==> src/rtl/mult_pkg.sv <==
// Shared types and helpers for the sequential shift-add multiplier.
package mult_pkg;

  typedef enum logic [1:0] {
    IDLE = 2'd0,
    CALC = 2'd1,
    DONE = 2'd2
  } state_t;

  // Smallest r with 2**r >= v; sizes the step counter.
  function automatic int unsigned clog2(input int unsigned v);
    int unsigned r;
    r = 0;
    while ((64'd1 << r) < 64'(v)) r++;
    return r;
  endfunction

endpackage

==> src/rtl/seq_shift_add_mult_if.sv <==
// Request/result bundle between a client and the shift-add multiplier.
interface seq_shift_add_mult_if #(
  parameter int unsigned N = 16
);
  logic             start;
  logic [N-1:0]     a;
  logic [N-1:0]     b;
  logic             busy;
  logic             done;
  logic [2*N-1:0]   product;

  modport master (output start, a, b, input busy, done, product);
  modport slave  (input start, a, b, output busy, done, product);
endinterface

==> src/rtl/carry_la_adder.sv <==
// N-bit adder with every carry expanded directly from generate/propagate terms.
module carry_la_adder #(
  parameter int unsigned N = 16
) (
  input  logic [N-1:0] a,
  input  logic [N-1:0] b,
  input  logic         c_in,
  output logic [N-1:0] sum,
  output logic         c_out
);
  logic [N-1:0] g;
  logic [N-1:0] p;
  logic [N:0]   carry;
  logic         run_c;
  logic         run_p;

  assign g = a & b;
  assign p = a ^ b;

  // carry[i+1] = g[i] | p[i]g[i-1] | ... | p[i]..p[0]c_in
  always_comb begin
    carry    = '0;
    run_c    = 1'b0;
    run_p    = 1'b0;
    carry[0] = c_in;
    for (int i = 0; i < int'(N); i++) begin
      run_c = g[i];
      run_p = p[i];
      for (int j = i - 1; j >= 0; j--) begin
        run_c = run_c | (run_p & g[j]);
        run_p = run_p & p[j];
      end
      carry[i+1] = run_c | (run_p & c_in);
    end
  end

  assign sum   = p ^ carry[N-1:0];
  assign c_out = carry[N];
endmodule

==> src/rtl/seq_shift_add_mult.sv <==
// Unsigned radix-2 shift-add multiplier: one adder step per cycle, result N+1 cycles after start.
module seq_shift_add_mult
  import mult_pkg::*;
#(
  parameter int unsigned N = 16
) (
  input  logic                  clk,
  input  logic                  rst,
  seq_shift_add_mult_if.slave   bus
);
  localparam int unsigned CW = clog2(N);
  localparam int unsigned PW = 2 * N;

  state_t          state;
  logic [N-1:0]    mcand;
  logic [N-1:0]    acc_hi;
  logic [N-1:0]    acc_lo;
  logic [CW-1:0]   count;
  logic            busy;
  logic            done;
  logic [PW-1:0]   product;

  logic [N-1:0]    addend;
  logic [N-1:0]    sum;
  logic            c_out;
  logic [PW-1:0]   shifted;

  assign addend = acc_lo[0] ? mcand : '0;

  carry_la_adder #(.N(N)) u_step_adder (
    .a     (acc_hi),
    .b     (addend),
    .c_in  (1'b0),
    .sum   (sum),
    .c_out (c_out)
  );

  // Adder carry becomes the new MSB; the consumed multiplier bit falls off the bottom.
  assign shifted = {c_out, sum, acc_lo[N-1:1]};

  always_ff @(posedge clk or posedge rst) begin
    if (rst) begin
      state   <= IDLE;
      mcand   <= '0;
      acc_hi  <= '0;
      acc_lo  <= '0;
      count   <= '0;
      busy    <= 1'b0;
      done    <= 1'b0;
      product <= '0;
    end else begin
      done <= 1'b0;
      case (state)
        IDLE, DONE: begin
          if (bus.start) begin
            state  <= CALC;
            busy   <= 1'b1;
            mcand  <= bus.a;
            acc_hi <= '0;
            acc_lo <= bus.b;
            count  <= '0;
          end else begin
            state <= IDLE;
          end
        end
        CALC: begin
          {acc_hi, acc_lo} <= shifted;
          if (count == CW'(N - 1)) begin
            // Final step: publish the product as DONE is entered.
            state   <= DONE;
            busy    <= 1'b0;
            done    <= 1'b1;
            product <= shifted;
          end else begin
            count <= count + CW'(1);
          end
        end
        default: begin
          state <= IDLE;
          busy  <= 1'b0;
        end
      endcase
    end
  end

  assign bus.busy    = busy;
  assign bus.done    = done;
  assign bus.product = product;
endmodule

==> src/flat_wrapper.sv <==
// flat-port wrapper written by rule: the top's interface ports become plain ports
module seq_shift_add_mult_flat import mult_pkg::*;
#(
  parameter int unsigned N = 16
)
  (clk, rst, bus_start, bus_a, bus_b, bus_busy, bus_done, bus_product);
  seq_shift_add_mult_if #(.N(N)) bus_i ();
  input  logic clk;
  input  logic rst;
  input wire logic [$bits(bus_i.start)-1:0] bus_start;
  input wire logic [$bits(bus_i.a)-1:0] bus_a;
  input wire logic [$bits(bus_i.b)-1:0] bus_b;
  output wire logic [$bits(bus_i.busy)-1:0] bus_busy;
  output wire logic [$bits(bus_i.done)-1:0] bus_done;
  output wire logic [$bits(bus_i.product)-1:0] bus_product;
  assign bus_i.start = bus_start;
  assign bus_i.a = bus_a;
  assign bus_i.b = bus_b;
  assign bus_busy = bus_i.busy;
  assign bus_done = bus_i.done;
  assign bus_product = bus_i.product;
  seq_shift_add_mult #(.N(N)) u_core (.clk(clk), .rst(rst), .bus(bus_i));
endmodule
==> config.mk <==
export PLATFORM = sky130hd
export DESIGN_NAME = seq_shift_add_mult_flat
export DESIGN_NICKNAME = d
export VERILOG_FILES = /design/src/rtl/mult_pkg.sv /design/src/rtl/seq_shift_add_mult_if.sv /design/src/rtl/carry_la_adder.sv /design/src/rtl/seq_shift_add_mult.sv /design/src/flat_wrapper.sv
export SDC_FILE = /design/constraint.sdc
export NUM_CORES = 1
export LEC_CHECK = 0
export BUFFER_PORTS_ARGS = -buffer_cell sky130_fd_sc_hd__buf_2
export CAP_MARGIN = 15
export CORE_ASPECT_RATIO = 0.75
export CORE_MARGIN = 8
export CORE_UTILIZATION = 40
export CTS_CLUSTER_DIAMETER = 50
export DETAILED_ROUTE_END_ITERATION = 8
export SLEW_MARGIN = 20
export SYNTH_ARGS = -nofsm -noshare
export SYNTH_HDL_FRONTEND = slang
export SYNTH_SLANG_ARGS = --single-unit
export TNS_END_PERCENT = 20
==> constraint.sdc <==
create_clock -name clk -period 4.4 [get_ports clk]
set_input_delay 0.88 -clock clk [delete_from_list [all_inputs] [get_ports clk]]
set_output_delay 0.88 -clock clk [all_outputs]
set_load 0.02 [all_outputs]
### Yosys cells after proc, flatten, opt, wreduce, memory -nomap -nowiden

Cells that the tools add are included.

* add/sub/neg operators: 1
* equal/unequal tests: 6
* multiplexer cells: 16
* bitwise gates (word level): 348
* reductions and logical operators: 8

Operators by type and width (number)
* $and A1 B1 Y1: 225
* $or A1 B1 Y1: 120
* $pmux W16 S2: 2
* $mux W16: 3
* $xor A16 B16 Y16: 2
* $and A16 B16 Y16: 1
* $mux W4: 2
* $pmux W4 S2: 1
* $reduce_and A2 Y1: 4
* $mux W1: 5
* $add A4 B1 Y4 const B: 1
* $eq A4 B4 Y1 const B: 1
* $ne A2 B2 Y1 const B: 2
* $pmux W2 S2: 1
* $reduce_and A3 Y1: 1
* $eq A2 B1 Y1 const B: 1
* $eq A2 B2 Y1 const B: 1
* $logic_not A2 Y1: 1
* $mux W2: 1
* $ne A2 B1 Y1 const B: 1
* $pmux W1 S2: 1
* $reduce_bool A2 Y1: 1
* $reduce_or A2 Y1: 1

* register bits: 88
* input port bits: 35
* output and inout port bits: 34
* word-level logic and storage cells: 387

### Depth between registers and ports, before layout

Gate-level depths: netlist of the first run.

* depth after elaboration: 19
* gate-level depth with buffers: 9
* depth with buffers taken out: 8

### Hierarchy

From an unflattened synthesis of the first run, not the netlist that was laid out.

* cells, all modules: 374
* area, all modules: 4215.3 µm²

Modules (own cells, without submodules)
* seq_shift_add_mult: instances 1, cells each 290, area an instance 3557.2 µm², sequential area each 2202.1 µm²
* carry_la_adder: instances 1, cells each 84, area an instance 658.1 µm², sequential area each 0.0 µm²

### Worst setup path after synthesis of the first run

OpenSTA, ideal clock, no wires.

* path type: register to register
* start point: reg u_core.acc_lo[0]
* end point: reg u_core.acc_hi[12]
* library setup time: 0.121 ns
* data arrival time: 2.212 ns
* data required time: 4.279 ns
* path slack: 2.067 ns
* cell stages (with the launch flop): 10
* path buffers: 1
* period minus slack after synthesis: 2.333 ns
* cells stage by stage: dfrtp_1 -> clkbuf_1 -> and2_1 -> ha_1 -> and2_1 -> a22oi_1 -> o21a_4 -> a21oi_2 -> or3_1 -> a32o_2

* cells in the longest elaborated chain, start to end: 17
* elaborated cells on any way between the ends: 40
* classes of those cells: mux (2); bitwise (38)

RTL lines
* start, declared: RTL line seq_shift_add_mult.sv:17 `logic [N-1:0] acc_lo;`
* start signal, assigned: RTL line seq_shift_add_mult.sv:60 `acc_lo <= bus.b;`
* start signal, assigned: RTL line seq_shift_add_mult.sv:67 `{acc_hi, acc_lo} <= shifted;`
* $mux W16 (*): RTL line seq_shift_add_mult.sv:28 `assign addend = acc_lo[0] ? mcand : '0;`
* $xor A16 B16 Y16 / $and A16 B16 Y16 (equally long branches): RTL line carry_la_adder.sv:18, carry_la_adder.sv:17
* $and A1 B1 Y1, on equally long branches: RTL line carry_la_adder.sv:30, carry_la_adder.sv:31
* $or A1 B1 Y1 (tied with other cells) (10 in a row): RTL line carry_la_adder.sv:30 `run_c = run_c | (run_p & g[j]);`
* $or A1 B1 Y1 / $and A1 B1 Y1 (equally long branches): RTL line carry_la_adder.sv:30
* $or A1 B1 Y1: RTL line carry_la_adder.sv:30
* $xor A16 B16 Y16 (*): RTL line carry_la_adder.sv:37 `assign sum = p ^ carry[N-1:0];`
* $pmux W16 S2 (*): RTL line seq_shift_add_mult.sv:53 `case (state)`
* end signal, assigned: RTL line seq_shift_add_mult.sv:67
* end, declared: RTL line seq_shift_add_mult.sv:16 `logic [N-1:0] acc_hi;`

Mark *: on every way between the ends. The rest lies on a longest branch, timed or not.
A chain may end at the register's enable or synchronous reset.

### Worst setup path in the final report of the first run

* start point: reg u_core.acc_lo[0]
* end point: reg u_core.product[26] (netlist: u_core.bus.product[26])

* cells in the longest elaborated chain, start to end: 14
* elaborated cells on any way between the ends: 33
* classes of those cells: mux (1); bitwise (32)

RTL lines
* $mux W16 (*): RTL line seq_shift_add_mult.sv:28
* $xor A16 B16 Y16 / $and A16 B16 Y16 (equally long branches): RTL line carry_la_adder.sv:18, carry_la_adder.sv:17
* $and A1 B1 Y1, on equally long branches: RTL line carry_la_adder.sv:30, carry_la_adder.sv:31
* $or A1 B1 Y1 (tied with other cells) (8 in a row): RTL line carry_la_adder.sv:30
* $or A1 B1 Y1 / $and A1 B1 Y1 (equally long branches): RTL line carry_la_adder.sv:30
* $or A1 B1 Y1: RTL line carry_la_adder.sv:30
* $xor A16 B16 Y16 (*): RTL line carry_la_adder.sv:37
* end signal, assigned: RTL line seq_shift_add_mult.sv:73 `product <= shifted;`
* end, declared: RTL line seq_shift_add_mult.sv:21 `logic [PW-1:0] product;`

Marks and branches as above.

==> results of run 1 <==
## state kept, by name, indices dropped and copies added, names as in the netlist
signal and count:
u_core.acc_hi 16, u_core.bus.done 1, u_core.state 2, u_core.bus.busy 1, u_core.bus.product 32, u_core.count 4, u_core.acc_lo 16, u_core.mcand 16
## critical path: cells and delay by family, from the launching register on
kind	cells	cell delay, ps
simple gates	1	260
flops	1	620
mux	1	280
xor+xnor	1	180
fa+ha+maj	1	270
compound gates	4	890
## layer usage
layer  GRT usage (%)  vias to the layer above  wire length (um)
li1                -                     1578                 -
met1            19.3                     1532              4840
met2            24.1                       56              4460
met3            4.58                       10               423
met4            3.88                        0               104
met5               0                        -                 0
## how the worst max path moves through the flow
stage,cells after the start,to,from
4_1_cts,8,u_core.bus.product[26],u_core.acc_lo[0]
5_1_grt,8,u_core.bus.product[26],u_core.acc_lo[0]
3_5_place_dp,8,u_core.bus.product[26],u_core.acc_lo[0]
3_3_place_gp,8,u_core.bus.product[23],u_core.acc_lo[0]
2_1_floorplan,1,u_core.acc_hi[0],rst
6_report,8,u_core.bus.product[26],u_core.acc_lo[0]
## power groups by stage
stage	Combinational, mW	Sequential, mW	Clock (mW)
3_3_place_gp	1.82	1.45	0
2_1_floorplan	1.25	1.55	0
6_report	1.87	1.45	0.758
5_1_grt	2.10	1.51	0.810
3_5_place_dp	1.88	1.46	0
4_1_cts	1.89	1.45	0.778
## metrics by stage
stage | util (%) | std cells | hold WS, ps | cell area [um2]
5_1_grt | 48.0 | 636 | 483 | 4870
3_3_place_gp | 45.1 | 620 | 454 | 4570
6_report | 48.0 | 636 | 467 | 4870
4_1_cts | 48.0 | 636 | 474 | 4870
2_1_floorplan | - | 430 | 437 | 4090
3_5_place_dp | 45.1 | 620 | 455 | 4570
## cell usage in the layout (no fill, tap or decap), types with 9 or more instances in the layout
cell,instances
ha_1,17
nor2_1,27
and2_1,18
nand2_1,145
buf_2,68
a22o_1,10
o22ai_1,10
clkbuf_16,9
o21ai_0,15
dfrtp_1,88
a22oi_1,9
## cells by family (layout without fill, tap and decap cells)
family / Yosys count / after routing / share of synthesized area [%]
buffers and inverters: 23 / 93 / 2.32
AND/OR/NAND/NOR: 211 / 211 / 21.6
flip-flops: 88 / 88 / 53.8
AO/OA/AOI/OAI: 77 / 77 / 13.6
XOR/XNOR: 9 / 9 / 1.93
adder cells (fa/ha/maj): 18 / 18 / 5.69
multiplexers: 4 / 4 / 1.10
## layout make-up
| type | instances | area (um2) |
|---|---|---|
| Clock buffer | 11 | 243 |
| Clock inverter | 5 | 56.3 |
| Fill cell | 978 | 5260 |
| Inverter | 3 | 12.5 |
| Multi-Input combinational cell | 319 | 1800 |
| Sequential cell | 88 | 2200 |
| Tap cell | 136 | 170 |
| Timing Repair Buffer | 74 | 385 |
==> results.tsv, run 1 <==
metric	value	unit
fin_ws	1780	ps
r2r_end	u_core.bus.product[26]	
synthArstFlopShare	100	%
overflow	0	
critPathRequiredTime	4620	ps
grt_setup_unrepaired	false	
rows	32	
worst_hold_path.num_cells	2	
numCtsBuffers	9	
setup_viol	0	
cts_setup_buffers	0	
peakVddDrop	0.402	mV
layout_worst_path_cycle_share	59.5	%
synthTopCellsByCount	nand2_1 (145), dfrtp_1 (88), nor2_1 (27), and2_1 (18), ha_1 (17)	
grt_start_max_net_pins	46	
chipHeight	104	um
ys_warn_count	0	
fp.coreArea	0.0101	mm2
drtIter0Drc	193	
antenna_found_initial	0	
cts.sinks	88	
route.detailed.drc	0	
min_path_type	flip-flop to flip-flop	
cpMaxStageDelayCell	dfrtp_1	
area_growth_syn_to_layout	18.9	%
dpl.hpwl	6850	um
finalCriticalPeriod	2620	ps
avgViaCountPerCell	4.99	
path_cells	and2_1 > ha_1 > a211oi_2 > o21ai_0 > a21oi_1 > o21ai_0 > xor2_1 > mux2_2	
power_leakage	2.52	nW
n_antenna_cell	0	
slew_headroom	51.0	%
synth_seq_area_share	53.8	%
ctsResizeCount	0	
ant_nets	0	
mappedNetlistArea	0.00409	mm2
worst_r2r_startpoint	u_core.acc_lo[0]	
layout.nets	548	
avgSynthCellArea	9.52	um2
fp.dieArea	0.0138	mm2
sw_frac_of_total	40.1	%
p_comb_share	45.8	%
die_w	133	um
drive_above_1_share	21.4	%
grt_pass1_wl	16900	um
synth_edf_count	0	
wl	9830	um
fin_skew	6.14	ps
synth_nets	483	
crit_path_frequent_cell	o21ai_0	
internal-power	2.44	mW
place_ws	1830	ps
synth-seq-cells	88	
root_buffer	clkbuf_16	
cp.arrival	2830	ps
cts_tree	built	
outcome	completed	
wl_per_cell	15.5	um
clockBufferDepth	2	
max_freq	382	MHz
grt_pass1_vias	3391	
cap_viol_max_count	0	
pwr-share-seq	35.6	%
io_pins	69	
yosys.area.top_type_share	53.8	%
netlist_top_cells_area	dfrtp_1 (54%), nand2_1 (13%), ha_1 (5.2%), and2_1 (2.8%), nor2_1 (2.5%)	
cp-start-kind	flip-flop	
min_to	u_core.bus.product[21]	
synth_flop_cell	dfrtp_1	
dr.pass1.iters	4	
num_vias	3176	
clkPwrFrac	18.6	%
htree_num_levels	3	
reg2reg_slack	1780	ps
synthCells	430	
worstMarginPinSlew	734	ps
grt_usage	15.0	%
port_buffers	68	
drv_slew	0	
path_clk_slew	60	ps
hold_viol	0	
end_kind	flip-flop	
power_density	838	mW/mm2
cp_max_fo	17	
yosysMostFrequentCell	nand2_1	
tns	0	ps
power	4.08	mW
synth.distinct_cells	44	
worstSkewPairLatency	330	ps
gp_congestion	0.843	
slowest_delay	620	ps
hold_start	u_core.bus.product[21]	
post-synth-top-area-cell	dfrtp_1	
start_util	40.4	%
netSwitchingPower	1.64	mW
ctsHoldBuffers	0	
r2r_cells	8	
crit_type	flip-flop to flip-flop	
Power figures use the tool's default switching activity.
==> inputs of run 2 (changes only) <==
==> constraint.sdc (replaced) <==
create_clock -name clk -period 2.6 [get_ports clk]
set_input_delay 0.52 -clock clk [delete_from_list [all_inputs] [get_ports clk]]
set_output_delay 0.52 -clock clk [all_outputs]
set_load 0.02 [all_outputs]
==> run 2 against run 1 <==
Net effect:
- fmax is 9.4% higher
- final cell count rose by 0.94%
- critical path depth unchanged
- via count rose by 1.1%
- sequential share of layout area is 0.41 points lower
- clock skew increased by 3.5 ps
- die area stayed put
==> results.tsv, run 2 (synthesis gave the netlist of run 1 again) <==
metric	value	unit	change
outcome	completed		unchanged
wl_per_cell	15.2	um	was 15.5 um
gp_congestion	0.839		was 0.843
worstSkewPairLatency	340	ps	was 330 ps
start_util	40.4	%	unchanged
fin_cells	642		was 636
path_clk_slew	60	ps	about the same
chipHeight	104	um	unchanged
cap_viol_max_count	0		unchanged
layout_worst_path_cycle_share	92.0	%	was 59.5%
num_vias	3212		was 3176
layout_common_cells	nand2_1 (145), dfrtp_1 (87), buf_2 (68)		was nand2_1 (145), dfrtp_1 (88), buf_2 (68)
max_freq	418	MHz	was 382 MHz
io_pins	69		unchanged
min_path_type	primary input to async pin		was flip-flop to flip-flop
drv_slew	0		unchanged
postLayoutCellArea	0.00491	mm2	was 0.00487 mm2
critPathRequiredTime	2820	ps	was 4620 ps
end_kind	flip-flop		unchanged
drtIter0Drc	146		was 193
cts_setup_buffers	0		unchanged
regMostFlops	u_core.bus.product		unchanged
largest_reg_flops	32		unchanged
antenna_found_initial	0		unchanged
cp_max_fo	12		was 17
avgViaCountPerCell	5.00		was 4.99
power_density	1390	mW/mm2	was 838 mW/mm2
place_ws	120	ps	was 1830 ps
numCtsBuffers	9		unchanged
grt_setup_unrepaired	false		unchanged
dr.pass1.iters	5		was 4
worst_r2r_startpoint	u_core.acc_lo[0]		unchanged
dp_cells	627		was 620
grt_pass1_wl	16700	um	was 16900 um
route.detailed.drc	0		unchanged
cp-start-kind	flip-flop		unchanged
n_antenna_cell	0		unchanged
placed_cell_area	0.00464	mm2	was 0.00457 mm2
power	6.84	mW	was 4.08 mW
power_leakage	2.54	nW	was 2.52 nW
port_buffers	68		unchanged
fp.dieArea	0.0138	mm2	unchanged
worstMarginPinSlew	407	ps	was 734 ps
drive_above_1_share	22.7	%	was 21.4%
wl	9790	um	was 9830 um
cts_tree	built		unchanged
peakVddDrop	0.430	mV	was 0.402 mV
crit_type	flip-flop to flip-flop		unchanged
ant_nets	0		unchanged
clockBufferDepth	2		unchanged
htree_num_levels	3		unchanged
r2r_end	u_core.bus.product[23]		was u_core.bus.product[26]
setup_viol	0		unchanged
cp.arrival	2610	ps	was 2830 ps
reg2reg_slack	210	ps	was 1780 ps
cts.sinks	88		unchanged
area_growth_syn_to_layout	20.1	%	was 18.9%
ctsHoldBuffers	0		unchanged
die_w	133	um	unchanged
final_common_cell	nand2_1		unchanged
root_buffer	clkbuf_16		unchanged
fin_skew	9.68	ps	was 6.14 ps
rows	32		unchanged
r2r_cells	8		unchanged
finalCriticalPeriod	2390	ps	was 2620 ps
tns	0	ps	unchanged
hold_viol	0		unchanged
grt_start_max_net_pins	34		was 46
layout.nets	555		was 548
grt_usage	14.9	%	was 15.0%
grt_pass1_vias	3285		was 3391
dpl.hpwl	7040	um	was 6850 um
fin_ws	208	ps	was 1780 ps
overflow	0		unchanged
slew_headroom	72.8	%	was 51.0%
fp.coreArea	0.0101	mm2	unchanged
-- run 2: worst max path at each step --
stage / startpoint / end / cells after the start
6_report: u_core.acc_lo[0] / u_core.bus.product[23] / 8
5_1_grt: u_core.acc_lo[0] / u_core.bus.product[26] / 8
4_1_cts: u_core.acc_lo[0] / u_core.bus.product[26] / 8
3_5_place_dp: u_core.acc_lo[0] / u_core.bus.product[26] / 8
3_3_place_gp: u_core.acc_lo[0] / u_core.bus.product[26] / 8
2_1_floorplan: u_core.acc_lo[0] / u_core.acc_hi[12] / 9
-- run 2: critical path: stages (launching register included) --
cell and delay, ps:
dfrtp_2 480, and2_1 200, ha_1 330, a211oi_2 250, o21ai_0 180, a21oi_2 240, nor2b_1 70, o31a_1 250
mux2_2 260
-- run 2: area by class of cell --
cell class                      instances  area [um2]
Clock buffer                           12         256
Sequential cell                        88        2200
Multi-Input combinational cell        319        1800
Tap cell                              136         170
Clock inverter                          3        17.5
Timing Repair Buffer                   81         450
Fill cell                             989        5220
Inverter                                3        15.0
-- run 2: repair_timing --
item | 4_1_cts | 5_1_grt
gates resized for setup | 0 | 2
setup endpoints to repair | 0 | 8
endpoints found under the hold margin | 0 | 0
-- run 2: metrics by stage --
step / hold WS [ps] / utilization, %
2_1_floorplan: 437 / -
3_3_place_gp: 456 / 45.8
3_5_place_dp: 458 / 45.8
4_1_cts: 175 / 48.5
5_1_grt: 194 / 48.5
6_report: 168 / 48.5
-- run 2: where the power goes --
part | total [mW] | internal (mW) | switching (mW) | leakage [nW]
registers | 2.44 | 2.03 | 0.412 | 1.09
clock network | 1.21 | 0.691 | 0.515 | 0.134
logic | 3.19 | 1.36 | 1.83 | 1.31
total | 6.84 | 4.09 | 2.75 | 2.54
-- run 2: routing by layer --
| metal | vias up | global-route usage [%] | wire length, um |
|---|---|---|---|
| met5 | - | 0 | 0 |
| met4 | 0 | 3.88 | 87 |
| met3 | 6 | 5.26 | 501 |
| met2 | 54 | 22.3 | 4400 |
| met1 | 1561 | 19.9 | 4800 |
| li1 | 1591 | - | - |
